**src/rtl/leds_serializer_pkg.sv**
```systemverilog
// leds_serializer_pkg
// Shared definitions for the LED serializer: FSM state encoding.
package leds_serializer_pkg;

    // Serializer FSM states. The encoding is fixed so that debug probes on
    // the state register read the same values across builds.
    typedef enum logic [1:0] {
        IDLE     = 2'd0,
        SHIFT_LO = 2'd1,
        SHIFT_HI = 2'd2,
        LATCH    = 2'd3
    } ser_state_e;

endpackage

```
**src/rtl/leds_ser_tick.sv**
```systemverilog
// leds_ser_tick
// Phase timer for the serializer. A down-counter is reloaded with CLK_DIV-1
// whenever the FSM changes state, and phase_end_o is high during the last
// system-clock cycle of the current phase (the CLK_DIV-th cycle in a state).
//
// Ports:
//   clk_i        system clock
//   rst_n_i      asynchronous active-low reset
//   restart_i    FSM changes state on this edge; start a new phase
//   phase_end_o  current phase has reached its final cycle
module leds_ser_tick #(
    parameter int CLK_DIV = 4
) (
    input  logic clk_i,
    input  logic rst_n_i,
    input  logic restart_i,
    output logic phase_end_o
);

    localparam int DW = $clog2(CLK_DIV + 1);
    localparam logic [DW-1:0] LOAD_VAL = DW'(CLK_DIV - 1);

    logic [DW-1:0] div_cnt_r;

    // Down-counter: reload on phase start, otherwise count down and hold at zero.
    always_ff @(posedge clk_i or negedge rst_n_i) begin
        if (!rst_n_i) begin
            div_cnt_r <= {DW{1'b0}};
        end else if (restart_i) begin
            div_cnt_r <= LOAD_VAL;
        end else if (div_cnt_r != {DW{1'b0}}) begin
            div_cnt_r <= div_cnt_r - DW'(1'b1);
        end
    end

    assign phase_end_o = (div_cnt_r == {DW{1'b0}});

endmodule

```
**src/rtl/leds_serializer.sv**
```systemverilog
// leds_serializer
// Serializes a parallel LED word onto a 3-wire link (clock, data, latch) for a
// daisy-chained 74HC595-style driver. A frame is sent after every reset
// release and whenever leds_i differs from the last word sent; changes that
// arrive during a frame are coalesced into a single follow-up frame.
//
// Ports:
//   clk_i        system clock (rising edge)
//   rst_n_i      asynchronous active-low reset
//   leds_i       LED word, synchronous to clk_i
//   ser_clk_o    serial shift clock
//   ser_data_o   serial data, changes only with ser_clk_o falling
//   ser_latch_o  storage-register latch strobe (active-high)
//   busy_o       frame in progress
//   done_o       one-cycle pulse after the latch phase ends
module leds_serializer
    import leds_serializer_pkg::*;
#(
    parameter int NUM_LEDS  = 32,
    parameter int CLK_DIV   = 4,
    parameter bit MSB_FIRST = 1'b1
) (
    input  logic                clk_i,
    input  logic                rst_n_i,
    input  logic [NUM_LEDS-1:0] leds_i,
    output logic                ser_clk_o,
    output logic                ser_data_o,
    output logic                ser_latch_o,
    output logic                busy_o,
    output logic                done_o
);

    localparam int BW = $clog2(NUM_LEDS + 1);
    localparam logic [BW-1:0] LAST_BIT = BW'(NUM_LEDS - 1);

    ser_state_e          state_r;
    ser_state_e          state_next_s;
    logic [NUM_LEDS-1:0] shift_r;
    logic [NUM_LEDS-1:0] sent_r;
    logic [NUM_LEDS-1:0] shifted_s;
    logic [BW-1:0]       bit_cnt_r;
    logic                force_update_r;
    logic                load_s;
    logic                advance_s;
    logic                restart_s;
    logic                phase_end_s;
    logic                lead_in_s;
    logic                lead_shifted_s;
    logic                ser_clk_r;
    logic                ser_data_r;
    logic                ser_latch_r;
    logic                busy_r;
    logic                done_r;

    // Bit currently on the wire always sits at the leading end of shift_r;
    // advancing moves the next bit into that position.
    assign shifted_s      = MSB_FIRST ? (shift_r << 1'b1) : (shift_r >> 1'b1);
    assign lead_in_s      = MSB_FIRST ? leds_i[NUM_LEDS-1] : leds_i[0];
    assign lead_shifted_s = MSB_FIRST ? shifted_s[NUM_LEDS-1] : shifted_s[0];

    // Phase timing comes from the tick counter, restarted on every state change.
    assign restart_s = (state_next_s != state_r);

    leds_ser_tick #(
        .CLK_DIV (CLK_DIV)
    ) u_tick (
        .clk_i       (clk_i),
        .rst_n_i     (rst_n_i),
        .restart_i   (restart_s),
        .phase_end_o (phase_end_s)
    );

    // Next-state logic plus frame-load and bit-advance strobes.
    always_comb begin
        state_next_s = state_r;
        load_s       = 1'b0;
        advance_s    = 1'b0;
        case (state_r)
            IDLE: begin
                if (force_update_r || (leds_i != sent_r)) begin
                    state_next_s = SHIFT_LO;
                    load_s       = 1'b1;
                end else begin
                    state_next_s = IDLE;
                end
            end
            SHIFT_LO: begin
                if (phase_end_s) begin
                    state_next_s = SHIFT_HI;
                end else begin
                    state_next_s = SHIFT_LO;
                end
            end
            SHIFT_HI: begin
                if (!phase_end_s) begin
                    state_next_s = SHIFT_HI;
                end else if (bit_cnt_r == LAST_BIT) begin
                    state_next_s = LATCH;
                end else begin
                    state_next_s = SHIFT_LO;
                    advance_s    = 1'b1;
                end
            end
            LATCH: begin
                if (phase_end_s) begin
                    state_next_s = IDLE;
                end else begin
                    state_next_s = LATCH;
                end
            end
            default: begin
                state_next_s = IDLE;
            end
        endcase
    end

    // State, datapath and registered outputs; outputs follow the next state
    // so they line up cycle-for-cycle with state_r.
    always_ff @(posedge clk_i or negedge rst_n_i) begin
        if (!rst_n_i) begin
            state_r        <= IDLE;
            shift_r        <= {NUM_LEDS{1'b0}};
            sent_r         <= {NUM_LEDS{1'b0}};
            bit_cnt_r      <= {BW{1'b0}};
            force_update_r <= 1'b1;
            ser_clk_r      <= 1'b0;
            ser_data_r     <= 1'b0;
            ser_latch_r    <= 1'b0;
            busy_r         <= 1'b0;
            done_r         <= 1'b0;
        end else begin
            state_r     <= state_next_s;
            ser_clk_r   <= (state_next_s == SHIFT_HI);
            ser_latch_r <= (state_next_s == LATCH);
            busy_r      <= (state_next_s != IDLE);
            done_r      <= (state_r == LATCH) && (state_next_s == IDLE);
            if (load_s) begin
                shift_r        <= leds_i;
                sent_r         <= leds_i;
                force_update_r <= 1'b0;
                ser_data_r     <= lead_in_s;
                bit_cnt_r      <= {BW{1'b0}};
            end else if (advance_s) begin
                shift_r    <= shifted_s;
                ser_data_r <= lead_shifted_s;
                bit_cnt_r  <= bit_cnt_r + BW'(1'b1);
            end
        end
    end

    assign ser_clk_o   = ser_clk_r;
    assign ser_data_o  = ser_data_r;
    assign ser_latch_o = ser_latch_r;
    assign busy_o      = busy_r;
    assign done_o      = done_r;

endmodule

```
**config.mk**
```make
export PLATFORM = sky130hd
export DESIGN_NAME = leds_serializer
export DESIGN_NICKNAME = d
export VERILOG_FILES = /design/src/rtl/leds_serializer_pkg.sv /design/src/rtl/leds_ser_tick.sv /design/src/rtl/leds_serializer.sv
export SDC_FILE = /design/constraint.sdc
export NUM_CORES = 1
export LEC_CHECK = 0
export BUFFER_PORTS_ARGS = -buffer_cell sky130_fd_sc_hd__clkbuf_2
export CAP_MARGIN = 30
export CORE_ASPECT_RATIO = 0.7
export CORE_MARGIN = 4
export CORE_UTILIZATION = 40
export CTS_BUF_LIST = sky130_fd_sc_hd__clkbuf_4
export DETAILED_ROUTE_END_ITERATION = 6
export PLACE_DENSITY_LB_ADDON = 0.25
export SYNTH_ARGS = -nofsm -noshare
export SYNTH_HDL_FRONTEND = slang
export SYNTH_SLANG_ARGS = --single-unit
```
**constraint.sdc**
```tcl
create_clock -name clk_i -period 4.2 [get_ports clk_i]
set_input_delay 0 -clock clk_i [delete_from_list [all_inputs] [get_ports clk_i]]
set_output_delay 0 -clock clk_i [all_outputs]
set_load 0.1 [all_outputs]
```
==> results.txt <==
- The run finished with clean final reports.
* Net count after synthesis: 405
- The pre-antenna-repair detailed-routing pass consisted of 4 iterations.
- The final number of hold-violating endpoints is 0.
* Number of antenna violations at the first check in global routing: 0
- Setup CP Type: flop to flop
- First-pass GRT wire length: 15,530 µm
- Sequential share of the synthesized area: between 50% and 60%
* Number of synthesized register bits: 80
* Via count: around 3,000
- Setup repair after global routing missed its margin: false
- HPWL reported at the end of detailed placement: 6192 µm
* Number of buffers inserted to repair setup after CTS: 0
- Synthesis handed over a netlist of between 300 and 400 instances.
- Clock period minus final worst setup slack: about 2.8 ns
- After detailed routing, the average wire length per cell comes to ~16 µm.
* Initial core utilization: 40.91%
* Slew of the pin with the lowest slew margin: 0.8433 ns
- VDD sags by at most around 0.17 mV.
* Count of endpoints failing setup in the final report: 0
* Global placer's final weighted congestion: around 0.75
* Count of standard-cell rows: 30
- STA classifies the critical path startpoint as a flop.
- The clock reaches the later pin of the worst-skew pair after approximately 0.44 ns.
* CTS Root Buffer Type: sky130_fd_sc_hd__clkbuf_4
- For this run the aggregate overflow at the end of global routing stands at 0.
* CP Data Required Time: ~4.5 ns
* Power per cell area: ~290 nW/µm²
- The detail route stage leaves a number of antenna-violating nets equal to 0.
- The top cell types in the final layout, fill and taps aside, are 79 x sky130_fd_sc_hd__dfrtp_1, 72 x sky130_fd_sc_hd__nand2_1, 37 x sky130_fd_sc_hd__clkbuf_2.
* Vias/cell: 5.264
- The clock arrives with around 0.012 ns of skew.
* Worst setup EP type: flop
- Critical Path Fanout Max: 24
- Setup tns final: 0 ns
- Max-slew violation total from the final report: 0
- Hold WS: 0.09303 ns
- Die boundary height: about 91 µm
- First DRT Iteration DRCs: 317
* Arrival time worst endpoint: ~3.1 ns
- Overall fraction of global-route tracks in use: 16.99%
* Master of the slowest instance on the critical path: sky130_fd_sc_hd__o31a_2
- After layout, the worst path uses about 67% of the clock period.
- Derived from the worst setup path, the maximum achievable clock frequency is between 300 and 400 MHz.
- Clock tree sinks: 80
- Cells with a size suffix above 1 make up approximately 22% of the layout.
- YS warnings: 0
- Max Cap Viol: 0
- Port-buffer cells: 38
- Width of the die: around 130 µm
- Total core area: 9647 µm²
- Entering global routing, the biggest net connects 67 pins.
- Area growth from synthesis to layout: 21.02%
- The worst hold path belongs to the class input pin to async pin.
* Largest stage delay, worst path: about 0.64 ns
- Count of cell types in the netlist: 37
- Cell Count, Final, Fillers Out: roughly 570
* CTS tree: yes
- Number of global-route vias before repair: slightly below 3,000
- Final WL: approximately 9300 µm
* Post-CTS clock slew at the launch and capture registers of the worst setup and hold paths: 0.12 ns
- Combined area of all synthesized cells: ~4000 µm²
* Total DRC errors in the routed layout: 0
- Count of boundary I/O pins: 39
- Worst-path cell chain: xor2_1, nor4_1, nand3_1, o31a_2, buf_4, a221o_1
* Cell count after placement: about 520
* Count of H-tree levels built during CTS: 3
- Measured against its own limit, the worst slew margin works out to between 40% and 50%.
- Maximum root-to-sink buffer count: 2
- Hold repair after CTS inserted 34 buffers.
- Clock buffers created by TritonCTS: 9
- Summed over all cells, the static leakage comes to roughly 2.4 nW.
- The floorplan step defined a die boundary enclosing approximately 12,000 µm².
- 0 antenna diodes ended up in the layout.
* Most common cell after layout, fill and taps aside: sky130_fd_sc_hd__dfrtp_1
* Post-synthesis average cell area: approximately 11 µm²
- Nets: approximately 470
- Post-CTS repair changed the size of 0 cells.
routing by layer:
metal | wire length (µm) | GRT usage (%) | vias to the layer above
li1 | - | - | 1454
met1 | 4647 | 25.73 | 1454
met4 | 38 | 3.839 | 0
met5 | 0 | 0 | -
met3 | 623 | 4.703 | 4
met2 | 4036 | 24.08 | 83
worst max-delay path, delay by kind of cell (launching register included):
kind,cells,cell delay [ns]
compound gates,2,1.00
simple gates,2,0.81
flops,1,0.41
buf+inv,1,0.30
xor+xnor,1,0.17
layout make-up:
class	instances	area (µm²)
clock inverter	4	68.82
timing repair buffer	79	625.6
inverter	5	18.77
sequential	80	2003
clock buffer	12	90.09
multi-input combinational	261	1809
fill	880	4871
tap	128	160.2
cells by family (layout without fill, tap and decap cells):
| kind of cell | Yosys count | in the layout | share of synthesized area (%) |
|---|---|---|---|
| AO/OA/AOI/OAI | 51 | 51 | 11.51 |
| XOR/XNOR | 37 | 37 | 8.212 |
| adder cells (fa/ha/maj) | 3 | 3 | 0.9513 |
| buffers and inverters | 27 | 100 | 4.027 |
| flip-flops | 80 | 80 | 50.76 |
| multiplexers | 31 | 31 | 8.782 |
| AND/OR/NAND/NOR | 139 | 139 | 15.76 |
state kept, by name (all words and copies together), names as in the netlist, 2 cells and up:
register / cells
sent_r: 32
bit_cnt_r: 6
shift_r: 31
u_tick.div_cnt_r: 3
state_r: 2
path summary, 6_finish.rpt:
| path | slack [ns] | depth (start not counted) | to | from |
|---|---|---|---|---|
| setup / recovery | 1.39 | 6 | shift_r[5] | sent_r[29] |
| hold / removal | 0.09 | 3 | sent_r[1] | rst_n_i |
| setup reg to reg | 1.39 | 6 | shift_r[5] | sent_r[29] |
| hold reg to reg | 0.51 | 1 | force_update_r | force_update_r |
| max in group asynchronous | 3.09 | 3 | sent_r[7] | rst_n_i |
| min in group clk_i | 0.36 | 4 | sent_r[26] | leds_i[26] |
synthesized netlist by cell type, drive strengths merged:
master	instances	share of area (%)
xnor2	7	1.6
clkbuf	8	0.76
nand3	31	3.9
o31ai	1	0.32
and3	1	0.16
or2	1	0.16
nor4	8	1.3
mux2	29	8.3
o31a	1	0.22
a22o	2	0.44
dfrtp	79	50
and2	3	0.48
o22ai	1	0.16
o21ai	3	0.38
nand4	4	0.63
ha	3	0.95
a21oi	5	0.63
buf	14	2.8
nor3	3	0.38
nand2	72	6.8
dfstp	1	0.67
or3	2	0.44
mux2i	2	0.51
a21boi	1	0.19
inv	5	0.48
o311ai	1	0.22
a21o	2	0.38
o311a	1	0.25
a311oi	1	0.22
nor2b	2	0.32
a221oi	1	0.22
xor2	30	6.7
a221o	31	7.9
nor2	12	1.1
report_power, final:
group	leakage, nW	total [mW]	switching (mW)	internal [mW]
sequential	1.08	0.770	0	0.770
clock	0.0890	0.519	0.259	0.259
combinational	1.24	0.0870	0.0445	0.0425
total	2.41	1.38	0.304	1.07
metrics by stage:
step | power, mW | util, % | area (µm²) | worst slack [ns]
global placement | 0.8446 | 43.76 | 4222 | 1.282
floorplan | 0.7973 | - | 3946 | 2.109
finish | 1.376 | 49.51 | 4776 | 1.392
detailed placement | 0.8484 | 44.33 | 4277 | 1.446
global route | 1.430 | 49.51 | 4776 | 1.190
CTS | 1.393 | 49.51 | 4776 | 1.418
(Power assumes the default switching activity.)
